<file path="src/rtl/calc_frame_pkg.sv">
// -----------------------------------------------------------------------------
// calc_frame_pkg
// Shared constants and types for the calculator command-frame controller.
//   SYNC_BYTE        : frame start marker (0xAA)
//   OPC_*_CH         : ASCII opcode characters '+', '-', '*', '/'
//   op_e             : 2-bit operation encoding presented on cmd_op
//   state_e          : frame sequencer states (ST_CKS only exists when
//                      FRAME_CKSUM_EN is defined)
// Helper functions decode an ASCII opcode byte into legality and op_e.
// -----------------------------------------------------------------------------
package calc_frame_pkg;

    localparam logic [7:0] SYNC_BYTE  = 8'hAA;
    localparam logic [7:0] OPC_ADD_CH = 8'h2B;
    localparam logic [7:0] OPC_SUB_CH = 8'h2D;
    localparam logic [7:0] OPC_MUL_CH = 8'h2A;
    localparam logic [7:0] OPC_DIV_CH = 8'h2F;

    typedef enum logic [1:0] {
        OP_ADD = 2'b00,
        OP_SUB = 2'b01,
        OP_MUL = 2'b10,
        OP_DIV = 2'b11
    } op_e;

    typedef enum logic [2:0] {
        ST_IDLE = 3'd0,
        ST_OPC  = 3'd1,
        ST_A_HI = 3'd2,
        ST_A_LO = 3'd3,
        ST_B_HI = 3'd4,
        ST_B_LO = 3'd5,
`ifdef FRAME_CKSUM_EN
        ST_CKS  = 3'd6,
`endif
        ST_HOLD = 3'd7
    } state_e;

    function automatic logic opc_is_legal(input logic [7:0] b);
        case (b)
            OPC_ADD_CH, OPC_SUB_CH, OPC_MUL_CH, OPC_DIV_CH: opc_is_legal = 1'b1;
            default:                                        opc_is_legal = 1'b0;
        endcase
    endfunction

    function automatic op_e opc_to_op(input logic [7:0] b);
        case (b)
            OPC_ADD_CH: opc_to_op = OP_ADD;
            OPC_SUB_CH: opc_to_op = OP_SUB;
            OPC_MUL_CH: opc_to_op = OP_MUL;
            OPC_DIV_CH: opc_to_op = OP_DIV;
            default:    opc_to_op = OP_ADD;
        endcase
    endfunction

endpackage

</file>
<file path="src/rtl/calc_frame_ctrl_timeout_timer.sv">
// -----------------------------------------------------------------------------
// frame_timeout_timer
// Counts idle clocks between received bytes while a frame is in progress.
//   clk     in  : system clock
//   reset   in  : asynchronous active-high reset
//   clear   in  : a byte arrived this cycle; restart the count
//   enable  in  : a frame is being assembled; counting allowed
//   expire  out : the count has reached TIMEOUT_CYCLES-1 with no byte this
//                 cycle (combinational decode of the counter register)
// -----------------------------------------------------------------------------
module frame_timeout_timer #(
    parameter int TIMEOUT_CYCLES = 104168,
    parameter int TMO_W          = 17
) (
    input  logic clk,
    input  logic reset,
    input  logic clear,
    input  logic enable,
    output logic expire
);

    logic [TMO_W-1:0] count;

    // An arriving byte takes priority over expiry, so clear masks the decode.
    assign expire = enable && !clear && (count == TMO_W'(TIMEOUT_CYCLES - 1));

    // Idle-clock counter; held at zero outside a frame and restarted on expiry.
    always_ff @(posedge clk or posedge reset) begin
        if (reset) begin
            count <= {TMO_W{1'b0}};
        end else if (clear || !enable || expire) begin
            count <= {TMO_W{1'b0}};
        end else begin
            count <= count + TMO_W'(1);
        end
    end

endmodule

</file>
<file path="src/rtl/calc_frame_ctrl.sv">
// -----------------------------------------------------------------------------
// calc_frame_ctrl
// Turns the UART receiver's byte stream into calculator command frames:
//   SYNC(0xAA) OPC A_HI A_LO B_HI B_LO [CKS]
// and offers one command at a time on a valid/ready handshake.
//
// Build option: FRAME_CKSUM_EN -- when defined, a trailing XOR checksum byte
// over OPC..B_LO is required; when undefined the frame ends at B_LO and
// err_cksum is tied low.
//
// Ports:
//   clk, reset            clock, asynchronous active-high reset
//   rx_data, rx_ready     received byte and its single-cycle strobe
//   cmd_valid, cmd_ready  command handshake
//   cmd_op, cmd_a, cmd_b  decoded operation and big-endian operands
//   busy                  high whenever the sequencer is not idle
//   err_opcode/cksum/timeout/overrun  one-cycle error pulses
//   err_cnt               saturating count of error pulses
// -----------------------------------------------------------------------------
module calc_frame_ctrl
    import calc_frame_pkg::*;
#(
    parameter int CLK_FREQ       = 25000000,
    // Four 10-bit byte times at 9600 baud, rounded up per byte.
    parameter int TIMEOUT_CYCLES = 4 * ((CLK_FREQ * 10 + 9599) / 9600),
    parameter int TMO_W          = 17
) (
    input  logic        clk,
    input  logic        reset,
    input  logic [7:0]  rx_data,
    input  logic        rx_ready,
    output logic        cmd_valid,
    input  logic        cmd_ready,
    output logic [1:0]  cmd_op,
    output logic [15:0] cmd_a,
    output logic [15:0] cmd_b,
    output logic        busy,
    output logic        err_opcode,
    output logic        err_cksum,
    output logic        err_timeout,
    output logic        err_overrun,
    output logic [7:0]  err_cnt
);

    state_e state;
    logic   in_frame;
    logic   tmo_expire;
    logic   handshake;
    logic   det_opcode;
    logic   det_cksum;
    logic   det_overrun;
    logic   det_any;

`ifdef FRAME_CKSUM_EN
    logic [7:0] cks_acc;
`endif

    assign in_frame    = (state != ST_IDLE) && (state != ST_HOLD);
    assign handshake   = cmd_valid && cmd_ready;
    assign det_opcode  = rx_ready && (state == ST_OPC) && !opc_is_legal(rx_data);
    assign det_overrun = rx_ready && (state == ST_HOLD) && !handshake;
`ifdef FRAME_CKSUM_EN
    assign det_cksum   = rx_ready && (state == ST_CKS) && (rx_data != cks_acc);
`else
    assign det_cksum   = 1'b0;
    assign err_cksum   = 1'b0;
`endif
    // Timeout requires no byte this cycle, so at most one detector fires.
    assign det_any     = det_opcode | det_cksum | tmo_expire | det_overrun;

    frame_timeout_timer #(
        .TIMEOUT_CYCLES (TIMEOUT_CYCLES),
        .TMO_W          (TMO_W)
    ) u_timer (
        .clk    (clk),
        .reset  (reset),
        .clear  (rx_ready),
        .enable (in_frame),
        .expire (tmo_expire)
    );

    // Frame sequencer with registered command, status and error outputs.
    always_ff @(posedge clk or posedge reset) begin
        if (reset) begin
            state       <= ST_IDLE;
            busy        <= 1'b0;
            cmd_valid   <= 1'b0;
            cmd_op      <= 2'b00;
            cmd_a       <= 16'h0000;
            cmd_b       <= 16'h0000;
            err_opcode  <= 1'b0;
            err_timeout <= 1'b0;
            err_overrun <= 1'b0;
            err_cnt     <= 8'h00;
`ifdef FRAME_CKSUM_EN
            err_cksum   <= 1'b0;
            cks_acc     <= 8'h00;
`endif
        end else begin
            err_opcode  <= det_opcode;
            err_timeout <= tmo_expire;
            err_overrun <= det_overrun;
`ifdef FRAME_CKSUM_EN
            err_cksum   <= det_cksum;
`endif
            if (det_any && (err_cnt != 8'hFF)) begin
                err_cnt <= err_cnt + 8'd1;
            end

            if (tmo_expire) begin
                state <= ST_IDLE;
                busy  <= 1'b0;
            end else begin
                case (state)
                    ST_IDLE: begin
                        if (rx_ready && (rx_data == SYNC_BYTE)) begin
                            state <= ST_OPC;
                            busy  <= 1'b1;
`ifdef FRAME_CKSUM_EN
                            cks_acc <= 8'h00;
`endif
                        end
                    end
                    ST_OPC: begin
                        if (rx_ready) begin
                            if (opc_is_legal(rx_data)) begin
                                cmd_op <= opc_to_op(rx_data);
                                state  <= ST_A_HI;
`ifdef FRAME_CKSUM_EN
                                cks_acc <= cks_acc ^ rx_data;
`endif
                            end else begin
                                state <= ST_IDLE;
                                busy  <= 1'b0;
                            end
                        end
                    end
                    ST_A_HI, ST_A_LO: begin
                        if (rx_ready) begin
                            cmd_a <= {cmd_a[7:0], rx_data};
                            state <= (state == ST_A_HI) ? ST_A_LO : ST_B_HI;
`ifdef FRAME_CKSUM_EN
                            cks_acc <= cks_acc ^ rx_data;
`endif
                        end
                    end
                    ST_B_HI: begin
                        if (rx_ready) begin
                            cmd_b <= {cmd_b[7:0], rx_data};
                            state <= ST_B_LO;
`ifdef FRAME_CKSUM_EN
                            cks_acc <= cks_acc ^ rx_data;
`endif
                        end
                    end
                    ST_B_LO: begin
                        if (rx_ready) begin
                            cmd_b <= {cmd_b[7:0], rx_data};
`ifdef FRAME_CKSUM_EN
                            cks_acc <= cks_acc ^ rx_data;
                            state   <= ST_CKS;
`else
                            state     <= ST_HOLD;
                            cmd_valid <= 1'b1;
`endif
                        end
                    end
`ifdef FRAME_CKSUM_EN
                    ST_CKS: begin
                        if (rx_ready) begin
                            if (rx_data == cks_acc) begin
                                state     <= ST_HOLD;
                                cmd_valid <= 1'b1;
                            end else begin
                                state <= ST_IDLE;
                                busy  <= 1'b0;
                            end
                        end
                    end
`endif
                    ST_HOLD: begin
                        // A byte arriving with the handshake is judged as if idle,
                        // so a SYNC here starts the next frame without a gap.
                        if (handshake) begin
                            cmd_valid <= 1'b0;
                            if (rx_ready && (rx_data == SYNC_BYTE)) begin
                                state <= ST_OPC;
`ifdef FRAME_CKSUM_EN
                                cks_acc <= 8'h00;
`endif
                            end else begin
                                state <= ST_IDLE;
                                busy  <= 1'b0;
                            end
                        end
                    end
                    default: begin
                        state     <= ST_IDLE;
                        busy      <= 1'b0;
                        cmd_valid <= 1'b0;
                    end
                endcase
            end
        end
    end

endmodule

</file>
<file path="config.mk">
export PLATFORM = sky130hd
export DESIGN_NAME = calc_frame_ctrl
export DESIGN_NICKNAME = d
export VERILOG_FILES = /design/src/rtl/calc_frame_pkg.sv /design/src/rtl/calc_frame_ctrl_timeout_timer.sv /design/src/rtl/calc_frame_ctrl.sv
export SDC_FILE = /design/constraint.sdc
export NUM_CORES = 1
export LEC_CHECK = 0
export ABC_AREA = 1
export ABC_CLOCK_PERIOD_IN_PS = 2600
export CAP_MARGIN = 20
export CORE_MARGIN = 2
export CORE_UTILIZATION = 40
export CTS_CLUSTER_DIAMETER = 60
export DETAILED_ROUTE_END_ITERATION = 16
export GPL_TIMING_DRIVEN = 1
export PLACE_DENSITY = 0.63
export SYNTH_ARGS = -nofsm -noshare
export SYNTH_HDL_FRONTEND = slang
export SYNTH_SLANG_ARGS = --single-unit
</file>
<file path="constraint.sdc">
create_clock -name clk -period 2.6 [get_ports clk]
set_input_delay 0.39 -clock clk [delete_from_list [all_inputs] [get_ports clk]]
set_output_delay 0.39 -clock clk [all_outputs]
set_load 0.01 [all_outputs]
</file>
# --- Yosys cells after proc, flatten, opt, wreduce, memory -nomap -nowiden ---
# Cells that the tools add are included.
# Widths: inputs -> output; s select.
word_totals:
  word_cells: 98
  output_inout_bits: 48
  in_bits: 12
  ff_bits: 67
op_classes:
  bitwise_logic: 4
  muxes: 27
  eq_ne: 25
  add_sub_neg: 2
  n_reduce_logical: 29
op_table:
  columns: ["cell", "n"]
  rows:
  - ["$eq 8x6->1 const B", 4]
  - ["$ne 3x3->1 const B", 9]
  - ["$mux 3", 8]
  - ["$pmux 3 s6", 1]
  - ["$add 17x1->17 const B", 1]
  - ["$eq 17x17->1 const B", 1]
  - ["$mux 17", 1]
  - ["$mux 1", 13]
  - ["$reduce_and 6->1", 2]
  - ["$logic_and 1x1->1", 10]
  - ["$eq 3x3->1 const B", 3]
  - ["$add 8x1->8 const B", 1]
  - ["$eq 8x8->1 const B", 1]
  - ["$ne 8x8->1 const B", 1]
  - ["$reduce_and 4->1", 2]
  - ["$reduce_or 4->1", 2]
  - ["$eq 3x2->1 const B", 2]
  - ["$pmux 2 s3", 1]
  - ["$reduce_and 3->1", 2]
  - ["$reduce_or 5->1", 1]
  - ["$logic_not 1->1", 4]
  - ["$ne 2x2->1 const B", 2]
  - ["$pmux 1 s4", 1]
  - ["$reduce_or 2->1", 2]
  - ["9 further kinds", 12]

# --- Longest topological paths before layout ---
depth:
  word_depth: 10
  depth_mapped: 12
  ltp_nobuf: 12

# --- By module ---
# Synthesis repeated with hierarchy kept, for this count alone.
hier_totals:
  cells_unflattened: 376
  area_unflattened_um2: 3269.4
by_module_without_submodules:
  columns: ["mod", "n_inst", "cells_each", "area_each_um2", "seq_area_each_um2"]
  rows:
  - ["calc_frame_ctrl", 1, 241, 2282.2, 1251.2]
  - ["frame_timeout_timer", 1, 135, 987.2, 425.4]

# --- Worst setup path after synthesis ---
# No wires, ideal clock.
synth_timing:
  kind: "input to register"
  startpoint: "input port rx_ready"
  endpoint: "register err_cnt[3]"
  arrival_time_ps: 1383
  cell_stages: 9
  path_slack_ps: 1098
  setup_ps: 119
  cell_sequence: "buf_2 > inv_2 > nand2_2 > nor2_8 > nand4_4 > o211ai_4 > nand2_4 > nand2_1 > nand2_1"
synth_via:
  elab_chain_len: 6
synth_lines:
  columns: ["element", "line_no", "text"]
  rows:
  - ["start: declaration", "calc_frame_ctrl.sv:31", "input logic rx_ready,"]
  - ["$logic_not 1->1", "calc_frame_ctrl_timeout_timer.sv:25", "assign expire = enable && !clear && (count == TMO_W'(TIMEOUT_CYCLES - 1));"]
  - ["$logic_and 1x1->1 (2 in series)", "calc_frame_ctrl_timeout_timer.sv:25", null]
  - ["$or 1x1->1", "calc_frame_ctrl.sv:69", "assign det_any = det_opcode | det_cksum | tmo_expire | det_overrun;"]
  - ["$or 1x1->1 *", "calc_frame_ctrl.sv:69", null]
  - ["$logic_and 1x1->1 *", "calc_frame_ctrl.sv:106", "if (det_any && (err_cnt != 8'hFF)) begin"]
  - ["end signal: assignment", "calc_frame_ctrl.sv:107", "err_cnt <= err_cnt + 8'd1;"]
  - ["end: declaration", "calc_frame_ctrl.sv:42", "output logic [7:0] err_cnt"]
# Every way passes the cells marked *; elsewhere a longest branch is shown, timed or not.
# A chain may end at the register's enable or synchronous reset.

# --- Final worst setup path ---
layout_timing:
  startpoint: "input port rx_data[1]"
  endpoint: "register err_cnt[3]"
layout_via:
  elab_chain_len: 8
layout_lines:
  columns: ["element", "line_no", "text"]
  rows:
  - ["start: declaration", "calc_frame_ctrl.sv:30", "input logic [7:0] rx_data,"]
  - ["$eq 8x6->1", "calc_frame_pkg.sv:40", "case (b)"]
  - ["$reduce_or 4->1 *", "calc_frame_pkg.sv:40", null]
  - ["$mux 1 *", "calc_frame_pkg.sv:40", null]
  - ["$logic_not 1->1 *", "calc_frame_ctrl.sv:60", "assign det_opcode = rx_ready && (state == ST_OPC) && !opc_is_legal(rx_data);"]
  - ["$logic_and 1x1->1 *", "calc_frame_ctrl.sv:60", null]
  - ["$or 1x1->1 * (2 in series)", "calc_frame_ctrl.sv:69", null]
  - ["$logic_and 1x1->1 *", "calc_frame_ctrl.sv:106", null]
# Marks and branches as above.

==> flow_summary_export.csv <==
group,metric,value,unit
run_status,outcome,"finished clean",
detailed_routing,initialDrtViolationCount,103,
grt,grt_pass1_vias,2518,
grt,grt_max_degree,40,
setup_path,critPathMaxFanout,9,
die,pin_count,60,
finish,n_antenna_cell,0,
sta,period_needed,1.82,ns
place,globalplace.congestion,0.883,
sta,rsz0062_at_grt,"false",
detailed_routing,drt_pre_antenna_iters,4,
detailed_routing,vias_per_cell,4.78,
finish,fin_area,0.00416,mm²
clock_network,postCtsHoldBufs,0,
setup_path,cp_num_buf_inv,2,
finish,area_growth,25.8,%
setup_path,path_class,"in2reg",
synthesis,async_flop_share,100,%
sta,setup_viol_count_final,0,
sta,drv_slew,0,
clock_network,clock_latency,0.34,ns
die,dieArea,0.00900,mm²
grt,grt_remaining_overflow,0,
setup_path,max_stage_delay,0.54,ns
job,maxCapViolCount,0,
synthesis,ys_seq_area_share,50.8,%
power,p_total,3.73,mW
setup_path,crit_path_frequent_cell,"nand2_1",
clock_network,htreeDepth,3,
clock_network,cts_tree,"yes",
sta,fin_setup_tns,0,ns
power,pwr_density_cell,898,mW/mm²
clock_network,cts_resized,0,
detailed_routing,route.detailed.drc,0,
detailed_routing,vias,2673,
sta,hold_viol,0,
synthesis,syn_inst,385,
grt,antenna_found_initial,0,
die,initial_core_util,40.8,%
setup_path,cp.required,2.82,ns
worst_hold_path,hp-class,"in2async",
clock_network,clk_pin_slew,0.07,ns
sta,slew_headroom,59.1,%
setup_path,cp-end-kind,"flip-flop",
power,max-vdd-ir-drop,0.455,mV
synthesis,synthFlopType,"dfrtp_1",
grt,grt.total_usage,16.5,%
sta,fin_skew,0.00869,ns
sta,max_freq,549,MHz
finish,nFillCells,788,
clock_network,cts_buffer_depth,2,
sta,fin_hold_ws,0.430,ns
power,leakagePower,1.98,nW
synthesis,syn_avg_cell_area,8.58,µm²
die,coreArea,0.00809,mm²
setup_path,crit_arrival,2.04,ns
setup_path,cpMaxStageDelayCell,"clkdlybuf4s50_1",
clock_network,post_cts_buffers,0,
place,place_hpwl,5.07,mm
detailed_routing,wl_per_cell,12.3,µm
clock_network,cts.sinks,67,
synthesis,yosysWarnings,0,
detailed_routing,postRouteWirelength,6.85,mm
finish,nNetsFinal,463,
sta,worstMarginPinSlew,0.609,ns
finish,drive_gt1_share,11.7,%
grt,grt_pass1_wl,11.5,mm
synthesis,ys_ff_latch,67,
setup_path,path_cells,"clkdlybuf4s50_1 > inv_1 > nand2_1 > nor2_1 > nand2_1 > nand3_1 > o211ai_4 > nand2_4 > nand2_1 > nand2_1",
clock_network,cts_buffers,9,
detailed_routing,ant_nets,0,
clock_network,cts_root_buf,"clkbuf_8",
setup_path,cpLargestDelayFamily,"buffers and inverters",
die,rows,33,
sta,fin_crit_sh,70.1,%
synthesis,synth_fp_nets,399,
synthesis,ys_types,39,
die,die_w,94.9,µm
die,die_y,94.9,µm
place,port_buffers,58,
finish,fin_util,51.3,%
synthesis,synth_edf_count,0,
synthesis,syn-cell-area,0.00330,mm²
setup_path,start_kind,"primary input",
place,placed_area,0.00399,mm²
==> cell families (layout without fill, tap and decap cells) <==
group                    count (synthesis)  count (layout)  synth area share [%]
other                                    1               1                 0.114
flip-flops                              67              67                  50.8
adder cells (fa/ha/maj)                  2               2                 0.757
buffers and inverters                   54             123                  6.78
AO/OA/AOI/OAI                           46              46                  8.14
XOR/XNOR                                 9               9                  2.39
AND/OR/NAND/NOR                        197             197                  28.0
multiplexers                             9               9                  3.07
==> metrics by stage <==
| stage | std cells | worst slack (ns) |
|---|---|---|
| finish | 559 | 0.777 |
| global route | 559 | 0.573 |
| CTS | 559 | 0.771 |
| detailed placement | 543 | 0.442 |
| global placement | 543 | 0.461 |
| floorplan | 385 | 0.527 |
==> layout by cell type (no fill, tap or decap), types with 2 or more instances in the layout <==
master	count
nor2_2	3
clkdlybuf4s50_1	58
clkinv_1	2
xor2_1	7
inv_1	31
mux2_1	9
ha_1	2
buf_4	3
o21ai_0	2
nor3_1	11
inv_2	13
a31oi_1	4
nor4_1	2
a21oi_1	8
clkbuf_8	9
nand2_2	6
nor2_4	2
nand3b_1	2
nand3_2	3
nor2_1	45
dfrtp_1	67
clkinv_2	4
nand2_1	93
xnor2_1	2
nand3_1	23
o21ai_1	24
o21a_1	3
clkinv_4	2
==> worst min-delay path, cell delays in order <==
cell and delay (ns):
clkdlybuf4s50_1 0.41, inv_2 0.06, buf_4 0.31
==> synthesized netlist by cell type (3+ instances only) <==
master	instances	area share [%]
nor2_2	3	0.57
nand2_1	93	11
o21ai_1	24	3.6
o21a_1	3	0.68
nand2_2	6	1.1
nand3_1	23	3.5
nor2_1	45	5.1
inv_1	32	3.6
a21oi_1	8	1.2
inv_2	12	1.4
nor3_1	11	1.7
xor2_1	7	1.9
mux2_1	9	3.1
a31oi_1	4	0.76
dfrtp_1	67	51
nand3_2	3	0.91
buf_2	5	0.76
==> worst paths after layout <==
kind / startpoint / to / slack, ns / cells past startpoint
max: rx_data[1] / err_cnt[3]$_DFFE_PP0P_ / 0.78 / 10
min: reset / cmd_a[11]$_DFFE_PP0P_ / 0.43 / 3
max reg2reg: state[2]$_DFFE_PP0P_ / cmd_a[11]$_DFFE_PP0P_ / 0.80 / 5
min reg2reg: u_timer.count[0]$_DFF_PP0_ / u_timer.count[0]$_DFF_PP0_ / 0.47 / 1
max in group asynchronous: reset / u_timer.count[15]$_DFF_PP0_ / 1.76 / 3
min in group clk: u_timer.count[0]$_DFF_PP0_ / u_timer.count[0]$_DFF_PP0_ / 0.47 / 1
==> state kept, by name (all words and copies together), names as in the netlist, 2 cells and up <==
| signal | flops |
|---|---|
| cmd_op | 2 |
| cmd_b | 16 |
| u_timer.count | 17 |
| state | 3 |
| err_cnt | 8 |
| cmd_a | 16 |
==> report_power, final <==
group | switching, mW | total (mW) | internal [mW]
Sequential | 0.228 | 1.56 | 1.34
Clock | 0.400 | 0.742 | 0.342
Combinational | 0.695 | 1.43 | 0.732
Total | 1.32 | 3.73 | 2.41
==> layer usage <==
| metal | global-route usage [%] | share of wire (%) |
|---|---|---|
| met1 | 22.6 | 49 |
| met2 | 25.2 | 45 |
| met5 | 0 | 0 |
| met4 | 7.73 | 1.4 |
| met3 | 3.27 | 4.8 |
==> final cells by class <==
class	count	area [µm²]	share of cell area, %
Clock buffer	9	124	2.98
Clock inverter	7	45.0	1.08
Inverter	46	173	4.16
Multi-Input combinational cell	264	1400	33.8
Sequential cell	67	1680	40.3
Tap cell	105	131	3.16
Timing Repair Buffer	61	603	14.5
Power figures use the tool's default switching activity.
